`src/rtl/regfile_pkg.sv`:
```
// Shared defaults, hardwired register indices and the write-legality helper
// for the scoreboarded register file.
package regfile_pkg;

    localparam int unsigned DEF_DATA_W = 16;
    localparam int unsigned DEF_NREGS  = 16;
    localparam int unsigned DEF_NRD    = 2;

    // Hardwired registers: r0 reads as 0, r1 reads as 1.
    localparam int unsigned R0 = 0;
    localparam int unsigned R1 = 1;

    // A register may be written or marked pending only if it is neither
    // hardwired nor beyond the populated range.
    function automatic logic is_writable(input int unsigned addr, input int unsigned nregs);
        return (addr != R0) && (addr != R1) && (addr < nregs);
    endfunction

endpackage

```
`src/rtl/regfile_scoreboard.sv`:
```
// Per-register pending bits with set/clear priority and a registered
// population count of pending registers.
module regfile_scoreboard
    import regfile_pkg::*;
#(
    parameter  int unsigned NREGS = DEF_NREGS,
    localparam int unsigned AW    = $clog2(NREGS),
    localparam int unsigned CW    = $clog2(NREGS + 1)
) (
    input  logic              clk,
    input  logic              rst,
    input  logic              set_en_i,
    input  logic [AW-1:0]     set_addr_i,
    input  logic [1:0]        clr_en_i,
    input  logic [2*AW-1:0]   clr_addr_i,
    output logic [NREGS-1:0]  busy_o,
    output logic [CW-1:0]     busy_count_o
);

    logic [NREGS-1:0] busy_d, busy_q;
    logic [CW-1:0]    count_d, count_q;
    logic             set_ok;
    logic [1:0]       clr_ok;
    logic [AW-1:0]    clr_a [2];

    // Decode which set/clear requests target a writable register.
    always_comb begin
        set_ok = set_en_i && is_writable(32'(set_addr_i), NREGS);
        for (int j = 0; j < 2; j++) begin
            clr_a[j]  = clr_addr_i[j*AW +: AW];
            clr_ok[j] = clr_en_i[j] && is_writable(32'(clr_a[j]), NREGS);
        end
    end

    // Next busy bits: writes clear, a same-cycle set overrides the clear.
    always_comb begin
        busy_d = busy_q;
        for (int unsigned i = 0; i < NREGS; i++) begin
            for (int j = 0; j < 2; j++) begin
                if (clr_ok[j] && (32'(clr_a[j]) == i)) begin
                    busy_d[i] = 1'b0;
                end
            end
            if (set_ok && (32'(set_addr_i) == i)) begin
                busy_d[i] = 1'b1;
            end
        end
    end

    // Count of pending registers after the coming edge.
    always_comb begin
        count_d = '0;
        for (int unsigned i = 0; i < NREGS; i++) begin
            count_d = count_d + CW'(busy_d[i]);
        end
    end

    // State update; reset discards any simultaneous set or clear.
    always_ff @(posedge clk) begin
        if (rst) begin
            busy_q  <= '0;
            count_q <= '0;
        end else begin
            busy_q  <= busy_d;
            count_q <= count_d;
        end
    end

    assign busy_o       = busy_q;
    assign busy_count_o = count_q;

endmodule

```
`src/rtl/regfile_sb.sv`:
```
// Multi-read, dual-write register file with hardwired r0/r1, optional
// same-cycle write-to-read forwarding and a per-register pending scoreboard.
module regfile_sb
    import regfile_pkg::*;
#(
    parameter  int unsigned DATA_W = DEF_DATA_W,
    parameter  int unsigned NREGS  = DEF_NREGS,
    parameter  int unsigned NRD    = DEF_NRD,
    parameter  int unsigned BYPASS = 1,
    localparam int unsigned AW     = $clog2(NREGS),
    localparam int unsigned CW     = $clog2(NREGS + 1)
) (
    input  logic                  clk,
    input  logic                  rst,
    input  logic [NRD*AW-1:0]     rd_addr,
    output logic [NRD*DATA_W-1:0] rd_data,
    output logic [NRD-1:0]        rd_busy,
    input  logic [1:0]            wr_en,
    input  logic [2*AW-1:0]       wr_addr,
    input  logic [2*DATA_W-1:0]   wr_data,
    input  logic                  sb_set_en,
    input  logic [AW-1:0]         sb_set_addr,
    output logic [CW-1:0]         busy_count
);

    logic [DATA_W-1:0] mem_q [NREGS];
    logic [DATA_W-1:0] mem_d [NREGS];
    logic [AW-1:0]     wa [2];
    logic [DATA_W-1:0] wd [2];
    logic [1:0]        wr_ok;
    logic [AW-1:0]     ra [NRD];
    logic [NREGS-1:0]  busy;

    // Split write ports and qualify each against writable addresses.
    always_comb begin
        for (int j = 0; j < 2; j++) begin
            wa[j]    = wr_addr[j*AW +: AW];
            wd[j]    = wr_data[j*DATA_W +: DATA_W];
            wr_ok[j] = wr_en[j] && is_writable(32'(wa[j]), NREGS);
        end
    end

    // Next array contents; port 1 is applied last so it wins a clash.
    always_comb begin
        mem_d = mem_q;
        for (int unsigned i = 0; i < NREGS; i++) begin
            for (int j = 0; j < 2; j++) begin
                if (wr_ok[j] && (32'(wa[j]) == i)) begin
                    mem_d[i] = wd[j];
                end
            end
        end
    end

    // Array storage; reset overrides any simultaneous write.
    always_ff @(posedge clk) begin
        if (rst) begin
            mem_q <= '{default: '0};
        end else begin
            mem_q <= mem_d;
        end
    end

    // Combinational reads with hardwired r0/r1, range check and forwarding.
    always_comb begin
        rd_data = '0;
        rd_busy = '0;
        for (int k = 0; k < NRD; k++) begin
            ra[k] = rd_addr[k*AW +: AW];
            if (32'(ra[k]) == R0) begin
                rd_data[k*DATA_W +: DATA_W] = '0;
            end else if (32'(ra[k]) == R1) begin
                rd_data[k*DATA_W +: DATA_W] = DATA_W'(1);
            end else if (32'(ra[k]) < NREGS) begin
                rd_data[k*DATA_W +: DATA_W] = mem_q[ra[k]];
                rd_busy[k]                  = busy[ra[k]];
                if (BYPASS != 0) begin
                    // A write landing this cycle also resolves the pending state.
                    if (wr_ok[1] && (wa[1] == ra[k])) begin
                        rd_data[k*DATA_W +: DATA_W] = wd[1];
                        rd_busy[k]                  = 1'b0;
                    end else if (wr_ok[0] && (wa[0] == ra[k])) begin
                        rd_data[k*DATA_W +: DATA_W] = wd[0];
                        rd_busy[k]                  = 1'b0;
                    end
                end
            end
        end
    end

    regfile_scoreboard #(
        .NREGS (NREGS)
    ) u_scoreboard (
        .clk          (clk),
        .rst          (rst),
        .set_en_i     (sb_set_en),
        .set_addr_i   (sb_set_addr),
        .clr_en_i     (wr_en),
        .clr_addr_i   (wr_addr),
        .busy_o       (busy),
        .busy_count_o (busy_count)
    );

endmodule

```
`config.mk`:
```
export PLATFORM = sky130hd
export DESIGN_NAME = regfile_sb
export DESIGN_NICKNAME = d
export VERILOG_FILES = /design/src/rtl/regfile_pkg.sv /design/src/rtl/regfile_scoreboard.sv /design/src/rtl/regfile_sb.sv
export SDC_FILE = /design/constraint.sdc
export NUM_CORES = 1
export LEC_CHECK = 0
export CORE_MARGIN = 10
export CORE_UTILIZATION = 45
export DETAILED_ROUTE_END_ITERATION = 10
export PLACE_DENSITY_LB_ADDON = 0.08
export SETUP_SLACK_MARGIN = 0.15
export SLEW_MARGIN = 20
export SYNTH_ARGS = -nofsm -noshare
export SYNTH_HDL_FRONTEND = slang
export SYNTH_SLANG_ARGS = --single-unit
```
`constraint.sdc`:
```
create_clock -name clk -period 5.2 [get_ports clk]
set_input_delay 1.04 -clock clk [delete_from_list [all_inputs] [get_ports clk]]
set_output_delay 1.04 -clock clk [all_outputs]
set_load 0.01 [all_outputs]
```
==> run summary, run 1 <==
Clock Path Buffers = 3
Top FF cell, synth = dfxtp_1
Slowest-stage cell, CP = fa_1
Fmax = 201 MHz
Die span in y = 215 um
Origin of the worst setup path = wr_en[1]
Antenna Cells = 0
Period Utilization, post-route = 95.9%
Port Buf Inserts = 95
Cell Rows = 71
Mapped Area = 17100 um^2
CP max FO = 3
Root buf cell = clkbuf_16
Synth Register Bits = 277
DP Worst Slack = -336 ps
Width of the die = 215 um
First-pass GRT wire length = 104 mm
Min-Delay Path Class = reg2reg
Syn nets = 1985
Synth area leader = dfxtp_1
Worst Path Arrival = 5420 ps
Worst r2r src = u_scoreboard.busy_o[0]
Async S/R FF share, synth = 0%
Initial Util = 45.5%
GP Congestion = 0.959
Yosys top cell area share = 32.5%
Slew margin rel. = 39.3%
Syn avg cell area = 8.93 um^2
Slew at the pin closest to its max-slew limit = 908 ps
Syn Inst Count = 1913
Peak supply drop = 0.000244 V
Unrepaired setup endpoints after global routing = true
Pre-antenna DRT Iters = 5
Crit end category = flip-flop
Finished Layout Cells = 2483
Average wire per standard cell = 28.4 um
Slew Viols, Final = 0
Hold Path Origin = mem_q[251]
Vias per std cell = 6.58
Max stage delay on crit path = 600 ps
Total Wirelength = 70.6 mm
Placed Cells = 2421
DRC = 0
# H-tree levels = 2
Crit start category = input port
Most frequent cell after synthesis = nor2_1
Seq/Total Area, Yosys = 32.5%
Top cells by count, synth = nor2_1 (320), dfxtp_1 (277), clkbuf_1 (179)
Post-DP HPWL = 45.2 mm
Worst path cell trace = clkdlybuf4s50_1 -> nor3b_1 -> buf_4 -> nand2_1 -> a32o_2 -> fa_1 -> fa_1 -> fa_1 -> inv_1 -> fa_1 -> inv_1 -> fa_2 -> inv_2 -> fa_1 -> inv_1 -> a21oi_1 -> nor3b_2
Syn. warnings = 0
Final #Nets = 2020
Crit path top cell by count = fa_1
Worst setup path class = in2reg
Worst Path Required = 5640 ps
Final worst setup slack = 214 ps
Top cells by area, synth = dfxtp_1 (32%), mux4_2 (18%), a211oi_1 (7.0%), nor2_1 (7.0%), a21oi_1 (4.0%)
Number of global-route vias before repair = 15600
Clock-pin slew on the worst setup and hold paths = 60 ps
Total die area = 46200 um^2
Antenna viol nets, final = 0
Layout area overhead = 17.5%
Initial antenna violation count = 0
Clock sink total = 277
Share of cells above drive strength 1 = 19.8%
Status = finished clean
Clk Latency, worst-skew pair = 520 ps
Setup TNS = 0 ps
I/O pin cnt = 96
Max-cap violation count = 0
Number of DRC markers in iteration 0 = 1755
Final-report setup violation count = 0
Worst Skew = 6.88 ps
Min Tclk post-route = 4990 ps
CTS tree = yes
Number of flops mapped to enable cells by yosys = 0
Hold Fails Final Rpt = 0
PwrDens = 275 nW/um^2
Pleak = 7.13 nW
Routed vias = 16300
Num CTS Buffers = 34
GR Util All Layers = 29.4%
Largest net degree at the start of global routing = 101
Core Area = 37600 um^2
Synth unique cells = 48
Remaining global-route overflow = 0
[layout by cell type (no fill, tap or decap), types with 28 or more instances in the layout]
master / count
inv_1: 29
nor2b_1: 52
nor2_1: 317
a21oi_1: 136
mux4_2: 138
a211oi_1: 160
nand2_1: 115
clkbuf_16: 35
a22o_1: 56
dlygate4sd2_1: 28
buf_4: 141
dfxtp_1: 277
clkdlybuf4s50_1: 56
nor3_1: 92
nand3_1: 74
a311oi_1: 64
[critical path: cells and delay by family]
family / cells / cell delay (ps)
fa+ha+maj: 6 / 2690
compound gates: 2 / 360
simple gates: 3 / 420
buf+inv: 6 / 900
[metal layers]
metal | GRT usage [%] | part of all wire [%] | vias to the layer above
met1 | 39.9 | 42 | 8070
met5 | 0 | 0 | -
met2 | 42.6 | 43 | 937
met4 | 8.39 | 2.7 | 0
li1 | - | - | 7208
met3 | 11.0 | 13 | 132
[state kept, by name, indices dropped and copies added (netlist names)]
signal	count
mem_q	256
u_scoreboard.busy_o	16
u_scoreboard.busy_count_o	5
[cell families after synthesis]
logic type	share of synthesized area (%)
AND/OR/NAND/NOR	17.7
AO/OA/AOI/OAI	21.1
flip-flops	32.5
buffers and inverters	6.47
multiplexers	19.9
XOR/XNOR	0.820
adder cells (fa/ha/maj)	1.54
[final timing paths]
path | to | cells after the start | slack, ps
worst min register to register | mem_q[251] | 1 | 480
worst max-delay path | u_scoreboard.busy_count_o[4] | 17 | 210
worst max register to register | u_scoreboard.busy_count_o[4] | 13 | 1140
worst min-delay path | mem_q[251] | 1 | 480
[metrics by stage]
stage	total power [mW]	util (%)	instance area [um^2]	hold WS [ps]
2_1_floorplan	2.74	-	17100	451
3_3_place_gp	3.09	50.2	18900	464
3_5_place_dp	3.09	50.2	18900	468
4_1_cts	5.51	53.2	20000	479
5_1_grt	5.66	53.4	20100	488
6_report	5.53	53.4	20100	477
[what timing repair did]
| item | CTS | global route |
|---|---|---|
| pin swaps | 2 | 10 |
| gates resized for setup | 35 | 21 |
| setup endpoints to repair | 31 | 8 |
| cloned | 0 | 0 |
| hold buffers | 0 | 0 |
| setup buffers | 0 | 2 |
[layout make-up]
type / instances / area [um^2]
Fill cell: 3463 / 17500
Sequential cell: 277 / 5550
Timing Repair Buffer: 241 / 2120
Multi-Input combinational cell: 1364 / 10500
Clock inverter: 9 / 106
Tap cell: 511 / 639
Clock buffer: 51 / 1030
Inverter: 30 / 113
[power by group]
| part | internal [mW] | switching (mW) | total (mW) |
|---|---|---|---|
| Clock | 1.46 | 0.993 | 2.46 |
| Combinational | 0.326 | 0.513 | 0.839 |
| Sequential | 2.18 | 0.0454 | 2.23 |
No activity file was read; power rests on OpenSTA's default activity.
==> inputs of run 2 (changes only) <==
--- a/config.mk
+++ b/config.mk
@@ -5,9 +5,11 @@
 export SDC_FILE = /design/constraint.sdc
 export NUM_CORES = 1
 export LEC_CHECK = 0
+export CORE_ASPECT_RATIO = 1.5
 export CORE_MARGIN = 10
 export CORE_UTILIZATION = 45
 export DETAILED_ROUTE_END_ITERATION = 10
+export HOLD_SLACK_MARGIN = 0.12
 export PLACE_DENSITY_LB_ADDON = 0.08
 export SETUP_SLACK_MARGIN = 0.15
 export SLEW_MARGIN = 20
==> run 2 against run 1 <==
Effect of this change: register-to-register slack gained 200 ps; clock skew grew 0.72 ps; wire length grew 5.1%; first-iteration DRC count shrank 5.0%; die area grew 0.35%; critical path type is now in2out; critical endpoint is now rd_data[19]; largest cell class unchanged; highest routed layer unchanged.
==> run summary, run 2 (synthesis gave the netlist of run 1 again) <==
Hold Path Origin = mem_q[245] (was mem_q[251])
Clock-pin slew on the worst setup and hold paths = 60 ps (about the same)
Most frequent cells in the layout = nor2_1 (317), dfxtp_1 (277), a211oi_1 (160) (unchanged)
Placed Cells = 2391 (was 2421)
Hold Path Sink = mem_q[245] (was mem_q[251])
Total Wirelength = 74.2 mm (was 70.6 mm)
Width of the die = 179 um (was 215 um)
Num CTS Buffers = 30 (was 34)
Hold buffers post-CTS = 0 (unchanged)
Number of global-route vias before repair = 16500 (was 15600)
Pre-antenna DRT Iters = 6 (was 5)
R2R setup slack = 1340 ps (was 1140 ps)
I/O pin cnt = 96 (unchanged)
Routed vias = 16500 (was 16300)
Cell area after layout = 19900 um^2 (was 20100 um^2)
Number of DRC markers in iteration 0 = 1668 (was 1755)
Port Buf Inserts = 95 (unchanged)
Worst R2R Path Depth = 12 (was 13)
Final-report setup violation count = 0 (unchanged)
Clock Path Buffers = 3 (unchanged)
Cell Rows = 87 (was 71)
Peak supply drop = 0.000249 V (was 0.000244 V)
Final core utilization = 52.9% (was 53.4%)
Die span in y = 259 um (was 215 um)
Remaining global-route overflow = 0 (unchanged)
Worst Path Arrival = 4030 ps (was 5420 ps)
Share of cells above drive strength 1 = 18.8% (was 19.8%)
Root buf cell = clkbuf_16 (unchanged)
CP max FO = 8 (was 3)
Period Utilization, post-route = 97.6% (was 95.9%)
Antenna viol nets, final = 0 (unchanged)
Vias per std cell = 6.74 (was 6.58)
Finished Layout Cells = 2450 (was 2483)
Number of flip-flops in the largest register = 256 (unchanged)
Clock sink total = 277 (unchanged)
GP Congestion = 0.947 (was 0.959)
Placed Area = 18800 um^2 (was 18900 um^2)
Hold Fails Final Rpt = 0 (unchanged)
Commonest non-fill, non-tap cell in the layout = nor2_1 (unchanged)
Largest register by flop count = mem_q (unchanged)
Final #Nets = 2009 (was 2020)
Worst Path Required = 4160 ps (was 5640 ps)
DRC = 0 (unchanged)
Worst r2r src = u_scoreboard.busy_o[6] (was u_scoreboard.busy_o[0])
Unrepaired setup endpoints after global routing = true (unchanged)
Worst R2R End = u_scoreboard.busy_count_o[3] (was u_scoreboard.busy_count_o[4])
Setup TNS = 0 ps (unchanged)
Layout area overhead = 16.3% (was 17.5%)
Max-cap violation count = 0 (unchanged)
Slew margin rel. = 29.8% (was 39.3%)
Min-Delay Path Class = reg2reg (unchanged)
Post-DP HPWL = 47.5 mm (was 45.2 mm)
Largest net degree at the start of global routing = 148 (was 101)
Initial antenna violation count = 2 (was 0)
Slew at the pin closest to its max-slew limit = 1050 ps (was 908 ps)
CTS tree = yes (unchanged)
PwrDens = 268 nW/um^2 (was 275 nW/um^2)
Core Area = 37600 um^2 (about the same)
Fmax = 197 MHz (was 201 MHz)
Worst hold path depth = 1 (unchanged)
Slew Viols, Final = 0 (unchanged)
Crit end category = output pin (was flip-flop)
# H-tree levels = 1 (was 2)
Crit start category = input port (unchanged)
Average wire per standard cell = 30.3 um (was 28.4 um)
Min Tclk post-route = 5070 ps (was 4990 ps)
Status = finished clean (unchanged)
Total die area = 46300 um^2 (was 46200 um^2)
Worst Skew = 7.60 ps (was 6.88 ps)
First-pass GRT wire length = 109 mm (was 104 mm)
Clk Latency, worst-skew pair = 580 ps (was 520 ps)
GR Util All Layers = 31.6% (was 29.4%)
Pleak = 6.99 nW (was 7.13 nW)
Worst setup path class = in2out (was in2reg)
Initial Util = 45.5% (about the same)
run 2: cell types whose count changed in the layout (fill, tap and decap cells not counted), moves of 4 or more:
cell	previous run	this run
buf_12	7	12
dlymetal6s2s_1	6	1
clkdlybuf4s50_1	56	61
buf_4	141	131
clkbuf_16	35	31
run 2: how the worst max path moves through the flow:
stage                    start                            to  slack (ps)  cells past startpoint
floorplan           wr_addr[0]  u_scoreboard.busy_count_o[3]         160                     15
global placement      wr_en[0]  u_scoreboard.busy_count_o[4]        -290                     17
detailed placement    wr_en[0]  u_scoreboard.busy_count_o[3]        -350                     16
CTS                 wr_addr[1]                   rd_data[19]         150                     10
global route        wr_addr[1]                   rd_data[19]          70                     10
finish              wr_addr[1]                   rd_data[19]         130                     10
run 2: stage by stage:
step	setup slack, ps	total power [mW]	hold WS (ps)
final	127	5.32	480
after global routing	68.3	5.46	489
after CTS	153	5.32	480
after detailed placement	-350	3.11	470
after global placement	-291	3.10	463
after floorplan	163	2.74	451
run 2: critical path, stage by stage:
cell and delay [ps]:
clkdlybuf4s50_1 470, buf_4 120, buf_4 140, or3b_1 370, a211o_1 340, a21oi_4 200
or3b_4 450, o221ai_1 190, buf_4 160, clkdlybuf4s50_1 530
run 2: per-layer routing:
metal  wire [um]  up-vias  track usage [%]
li1            -     7180                -
met5           0        -                0
met2       34900     1044             50.6
met3        6660      303             5.66
met1       25700     7991             36.3
met4        6880        0             25.4
run 2: repair_timing:
item / in CTS / in global routing
gates resized for setup: 32 / 6
setup buffers: 2 / 1
pin swaps: 2 / 0
endpoints found under the setup margin: 30 / 6
cloned: 0 / 0
run 2: layout make-up:
class	instances	area (um^2)
Fill cell	3503	17700
Multi-Input combinational cell	1364	10500
Sequential cell	277	5550
Timing Repair Buffer	234	2110
Clock buffer	45	898
Tap cell	489	612
Inverter	30	113
Clock inverter	10	109
Antenna cell	1	2.50
run 2: power breakdown:
part / internal, mW / switching [mW] / leakage (nW)
Combinational: 0.324 / 0.517 / 4.25
Sequential: 2.18 / 0.0455 / 2.24
Clock: 1.29 / 0.963 / 0.499
==> inputs of run 3 (changes only) <==
--- a/config.mk
+++ b/config.mk
@@ -11,6 +11,7 @@
 export DETAILED_ROUTE_END_ITERATION = 10
 export HOLD_SLACK_MARGIN = 0.12
 export PLACE_DENSITY_LB_ADDON = 0.08
+export REMOVE_ABC_BUFFERS = 1
 export SETUP_SLACK_MARGIN = 0.15
 export SLEW_MARGIN = 20
 export SYNTH_ARGS = -nofsm -noshare
==> run 3 against run 2 <==
Effect of this change: non-clock buffer count fell by 15; sequential power barely moved; hold slack barely moved; final cell count fell by 0.61%; sequential cell count did not move; critical path type unchanged.
==> run summary, run 3 (synthesis gave the netlist of run 1 again) <==
Clock power frac = 42.6% (was 42.3%)
Crit path top cell by count = clkdlybuf4s50_1 (was buf_4)
R2R setup slack = 1390 ps (was 1340 ps)
Worst r2r src = u_scoreboard.busy_o[6] (unchanged)
Pre-antenna DRT Iters = 5 (was 6)
Combinational power share = 15.5% (was 15.8%)
Origin of the worst setup path = wr_addr[3] (was wr_addr[1])
Clk Latency, worst-skew pair = 600 ps (was 580 ps)
Register Area = 5550 um^2 (unchanged)
Most frequent cells in the layout = nor2_1 (314), dfxtp_1 (277), a211oi_1 (160) (was nor2_1 (317), dfxtp_1 (277), a211oi_1 (160))
Peak supply drop = 0.000234 V (was 0.000249 V)
Total die area = 46300 um^2 (unchanged)
Width of the die = 179 um (unchanged)
Period Utilization, post-route = 96.0% (was 97.6%)
Slew Viols, Final = 0 (unchanged)
Layout area overhead = 15.7% (was 16.3%)
Internal power = 3.78 mW (was 3.80 mW)
I/O pin cnt = 96 (unchanged)
Final core utilization = 52.6% (was 52.9%)
Min-Delay Path Class = reg2reg (unchanged)
Global Route met3 Usage = 6.26% (was 5.66%)
Routed vias = 16600 (was 16500)
Max stage delay on crit path = 560 ps (was 530 ps)
Number of global-route vias before repair = 16400 (was 16500)
Antenna Cells = 0 (was 1)
Die span in y = 259 um (unchanged)
Largest net degree at the start of global routing = 119 (was 148)
Crit end category = output pin (unchanged)
Clock sink total = 277 (unchanged)
Unrepaired setup endpoints after global routing = false (was true)
Initial Util = 45.5% (unchanged)
Grt peak-use layer = met2 (unchanged)
Clock Path Buffers = 3 (unchanged)
Share of cells above drive strength 1 = 18.6% (was 18.8%)
Register share of total power = 41.9% (about the same)
Number of flip-flops in the largest register = 256 (unchanged)
Vias per std cell = 6.81 (was 6.74)
Worst Path Arrival = 3950 ps (was 4030 ps)
Largest register by flop count = mem_q (unchanged)
DRC = 0 (unchanged)
Multi-input gate area = 10500 um^2 (about the same)
Worst Setup EP = rd_data[21] (was rd_data[19])
CTS tree = yes (unchanged)
Total Wirelength = 72.8 mm (was 74.2 mm)
# H-tree levels = 1 (unchanged)
Crit start category = input port (unchanged)
Num CTS Buffers = 30 (unchanged)
GP Congestion = 0.929 (was 0.947)
Port Buf Inserts = 95 (unchanged)
Switching power = 1.54 mW (was 1.53 mW)
PwrDens = 269 nW/um^2 (was 268 nW/um^2)
Number of DRC markers in iteration 0 = 2019 (was 1668)
Initial antenna violation count = 2 (unchanged)
Slew margin rel. = 44.5% (was 29.8%)
GR Util met2 = 49.0% (was 50.6%)
Worst R2R Path Depth = 13 (was 12)
Cell Rows = 87 (unchanged)
Worst Skew = 7.64 ps (was 7.60 ps)
FILL cells = 3504 (was 3503)
Pleak = 7.12 nW (was 6.99 nW)
Final-report setup violation count = 0 (unchanged)
Status = finished clean (unchanged)
GR Util All Layers = 30.9% (was 31.6%)
Average wire per standard cell = 29.9 um (was 30.3 um)
Worst path cell trace = clkdlybuf4s50_1 -> buf_4 -> or3b_1 -> a211o_1 -> a21oi_2 -> or3b_4 -> buf_6 -> o221ai_2 -> clkdlybuf4s50_1 (was clkdlybuf4s50_1 -> buf_4 -> buf_4 -> or3b_1 -> a211o_1 -> a21oi_4 -> or3b_4 -> o221ai_1 -> buf_4 -> clkdlybuf4s50_1)
Post-DP HPWL = 43.4 mm (was 47.5 mm)
Commonest non-fill, non-tap cell in the layout = nor2_1 (unchanged)
Clock-pin slew on the worst setup and hold paths = 60 ps (about the same)
First-pass GRT wire length = 107 mm (was 109 mm)
Met1 usage = 38.1% (was 36.3%)
Worst setup path class = in2out (unchanged)
Worst R2R End = u_scoreboard.busy_count_o[4] (was u_scoreboard.busy_count_o[3])
Remaining global-route overflow = 0 (unchanged)
Antenna viol nets, final = 0 (unchanged)
Sw Ratio = 28.9% (was 28.7%)
Min Tclk post-route = 4990 ps (was 5070 ps)
Setup TNS = 0 ps (unchanged)
Worst Path Required = 4160 ps (about the same)
Slew at the pin closest to its max-slew limit = 832 ps (was 1050 ps)
Worst hold path depth = 1 (unchanged)
Final #Nets = 1994 (was 2009)
Slowest-stage cell, CP = clkdlybuf4s50_1 (unchanged)
PnR Total Power = 5.31 mW (was 5.32 mW)
Max-cap violation count = 0 (unchanged)
Core Area = 37600 um^2 (unchanged)
CP max FO = 11 (was 8)
Root buf cell = clkbuf_16 (unchanged)
Fmax = 200 MHz (was 197 MHz)
Hold Fails Final Rpt = 0 (unchanged)
run 3: cell count changes in the layout (fill, tap and decap cells not counted), sizes merged, moves of 2 or more:
cell | before | now
clkbuf | 45 | 38
dlygate4sd2 | 28 | 12
bufinv | 2 | 4
buf | 144 | 128
clkinv | 6 | 14
dlymetal6s2s | 1 | 18
run 3: layer usage:
metal | share of wire (%) | up-vias
li1 | - | 7142
met1 | 37 | 8160
met2 | 46 | 1027
met3 | 10 | 243
met4 | 6.6 | 4
met5 | 0.044 | -
run 3: power by group through the flow:
stage | logic (mW) | clock network, mW | registers, mW
after floorplan | 0.346 | 0 | 2.26
after global placement | 0.800 | 0 | 2.27
after detailed placement | 0.807 | 0 | 2.27
after CTS | 0.806 | 2.28 | 2.23
after global routing | 0.863 | 2.36 | 2.23
final | 0.826 | 2.26 | 2.23
run 3: cell type report:
class                           instances  area share [%]
Clock buffer                           37            3.98
Clock inverter                         19            1.10
Inverter                               30           0.570
Multi-Input combinational cell       1364            53.1
Sequential cell                       277            28.1
Tap cell                              489            3.10
Timing Repair Buffer                  219            10.1
run 3: metrics by stage:
step	instance area [um^2]	instances	setup slack (ps)	hold slack [ps]
2_1_floorplan	16100	1671	-865	451
3_3_place_gp	18700	2378	-268	462
3_5_place_dp	18700	2378	-299	468
4_1_cts	19700	2434	150	480
5_1_grt	19800	2435	150	489
6_report	19800	2435	206	480
run 3: repair_timing:
action	in CTS	in global routing
buffers inserted	0	1
hold endpoints to repair	0	0
gates cloned	0	0
pin swaps	0	1
setup endpoints to repair	26	24
hold buffers	0	0
resized for setup	14	29
run 3: worst min path at each step:
stage,startpoint,endpoint,slack [ps]
2_1_floorplan,mem_q[225],mem_q[225],450
3_3_place_gp,mem_q[244],mem_q[244],460
3_5_place_dp,mem_q[244],mem_q[244],470
4_1_cts,mem_q[235],mem_q[235],480
5_1_grt,mem_q[235],mem_q[235],490
6_report,mem_q[235],mem_q[235],480
run 3: worst max-delay path: cells and delay by family:
kind	cells	cell delay, ps
buf+inv	4	1460
compound gates	3	640
simple gates	2	800
==> variant: new RTL, flow settings as in run 2 <==
Set the parameter `BYPASS` to 0 (it was 1).
--- a/src/rtl/regfile_sb.sv
+++ b/src/rtl/regfile_sb.sv
@@ -7,5 +7,5 @@
     parameter  int unsigned NREGS  = DEF_NREGS,
     parameter  int unsigned NRD    = DEF_NRD,
-    parameter  int unsigned BYPASS = 1,
+    parameter  int unsigned BYPASS = 0,
     localparam int unsigned AW     = $clog2(NREGS),
     localparam int unsigned CW     = $clog2(NREGS + 1)
Formal check against the unedited RTL: not equivalent (Yosys sat finds a counterexample within 4 cycles, from zero or initial values and one cycle with rst high).
==> variant against run 2 <==
Count of clock-buffer cells in the layout is 2 lower. Synthesized area is 11% lower. Sequential cell count decreased by 32. Sequential share of layout area up 0.32 points. Wire length shrank 14%. Via count fell by 5.2%. Total power decreased by 8.6%. Maximum frequency increased by 5.3%. Setup slack improved by 0.26 ns. Cell area decreased by 13%. Final cell count fell by 3.3%. Non-clock buffer count decreased by 57. Critical endpoint is now u_scoreboard.busy_count_o[2].
==> variant: results (changes against run 2) <==
Detailed routing
  • DRT iter0 DRCs: 1,904 (was 1,668)
  • Wirelength per Cell: 27.0 µm (was 30.3 µm)
  • Via Count: 15.7k (was 16.5k)

Worst setup path
  • Reg2Reg Setup Slack: 1.27 ns (was 1.34 ns)
  • Crit path from: wr_addr[3] (was wr_addr[1])
  • RR Startpoint: u_scoreboard.busy_o[4] (was u_scoreboard.busy_o[6])
  • WP data arrival: 5.24 ns (was 4.03 ns)
  • Critical Path Fanout Max: 3 (was 8)

Power
  • Switch Pwr: 1.36 mW (was 1.53 mW)
  • Leak: 5.86 nW (was 6.99 nW)
  • Peak VDD IR: 0.228 mV (was 0.249 mV)

GRT
  • First-pass GRT wire length: 95,600 µm (was 109,000 µm)
  • Total GRT Usage: 29.9% (was 31.6%)

Finish
  • Layout cell share with drive strength beyond 1: 13.8% (was 18.8%)
  • Fin nets: 2,000 (was 2,009)
  • Max reg flops: 224 (was 256)
  • Fin cells: 2,369 (was 2,450)

Synth
  • Syn_area_per_cell: 7.84 µm² (was 8.93 µm²)
  • Area contributors post-synth: dfxtp_1, a311oi_1, nand2_1 (was dfxtp_1, mux4_2, a211oi_1)
  • Post-synthesis sequential area ratio: 32.4% (was 32.5%)

STA
  • Worst Clk Skew: 0.00978 ns (was 0.00760 ns)
  • Hold_ws: 0.472 ns (was 0.480 ns)
  • PnR worst setup slack: 0.383 ns (was 0.127 ns)

Run status
  • Status: finished, final reports clean (unchanged)

Placed design
  • DP Area: 0.0164 mm² (was 0.0188 mm²)
  • Pre-CTS setup slack: -0.320 ns (was -0.350 ns)
  • GP Congestion: 0.943 (was 0.947)
==> variant: changes by cell type in the layout (fill, tap and decap cells not counted), sizes merged, moves of 62 or more <==
cell / run 2 / this run
mux2: 2 / 64
mux4: 138 / 38
nand3: 74 / 9
a21oi: 139 / 36
nor3: 92 / 2
nand2: 118 / 480
o21ai: 2 / 96
a311oi: 64 / 224
a211oi: 160 / 0
==> variant: worst min-delay path by stage <==
stage | cells past startpoint | startpoint | to
floorplan | 1 | u_scoreboard.busy_o[0] | u_scoreboard.busy_o[0]
global placement | 1 | u_scoreboard.busy_o[1] | u_scoreboard.busy_o[1]
detailed placement | 1 | u_scoreboard.busy_o[1] | u_scoreboard.busy_o[1]
CTS | 1 | u_scoreboard.busy_o[1] | u_scoreboard.busy_o[1]
global route | 1 | u_scoreboard.busy_o[1] | u_scoreboard.busy_o[1]
finish | 1 | u_scoreboard.busy_o[1] | u_scoreboard.busy_o[1]
==> variant: worst max-delay path, stage by stage <==
cell and delay, ns:
clkdlybuf4s50_1 0.54, nor2b_2 0.24, nand2_2 0.09, a32o_1 0.29, fa_1 0.49, fa_1 0.51, inv_1 0.05, fa_1 0.47
inv_1 0.05, fa_1 0.47, fa_2 0.38, fa_2 0.41, xnor2_1 0.16, nor2_1 0.05
==> variant: cell type report <==
type                       instances  area share (%)
inverter                          12           0.259
clock buffer                      43            4.93
multi-input combinational       1465            53.7
antenna                            2          0.0288
sequential                       245            28.2
clock inverter                     5           0.598
tap                              420            3.02
timing repair buffer             177            9.24
==> variant: repair_timing <==
item | in CTS | in global routing
hold buffers | 0 | 0
gates resized for setup | 0 | 10
setup endpoints to repair | 0 | 3
==> variant: power groups by stage <==
stage	Combinational [mW]	Sequential, mW	Clock [mW]
global placement	0.742	2.02	0
CTS	0.751	1.98	2.13
global route	0.811	1.99	2.20
floorplan	0.437	2.01	0
finish	0.766	1.98	2.11
detailed placement	0.750	2.02	0
==> variant: per-layer routing <==
| layer | vias to the layer above | global-route usage (%) | share of wire [%] |
|---|---|---|---|
| met1 | 7610 | 36.5 | 39 |
| met5 | - | 0 | 0.011 |
| met2 | 794 | 48.8 | 47 |
| li1 | 7023 | - | - |
| met4 | 2 | 18.5 | 6.2 |
| met3 | 230 | 4.19 | 7.6 |
==> variant: kinds of logic (layout without fill, tap and decap cells) <==
group / after synthesis / count (layout) / synth area share (%)
AOI/OAI and AO/OA: 503 / 503 / 25.6
xor gates and xnor gates: 2 / 2 / 0.116
adders and majority gates: 15 / 15 / 1.73
buffers and inverters: 223 / 237 / 6.36
DFF: 245 / 245 / 32.4
muxes: 104 / 104 / 10.5
other: 0 / 2 / 0
and+or+nand+nor: 841 / 841 / 23.3
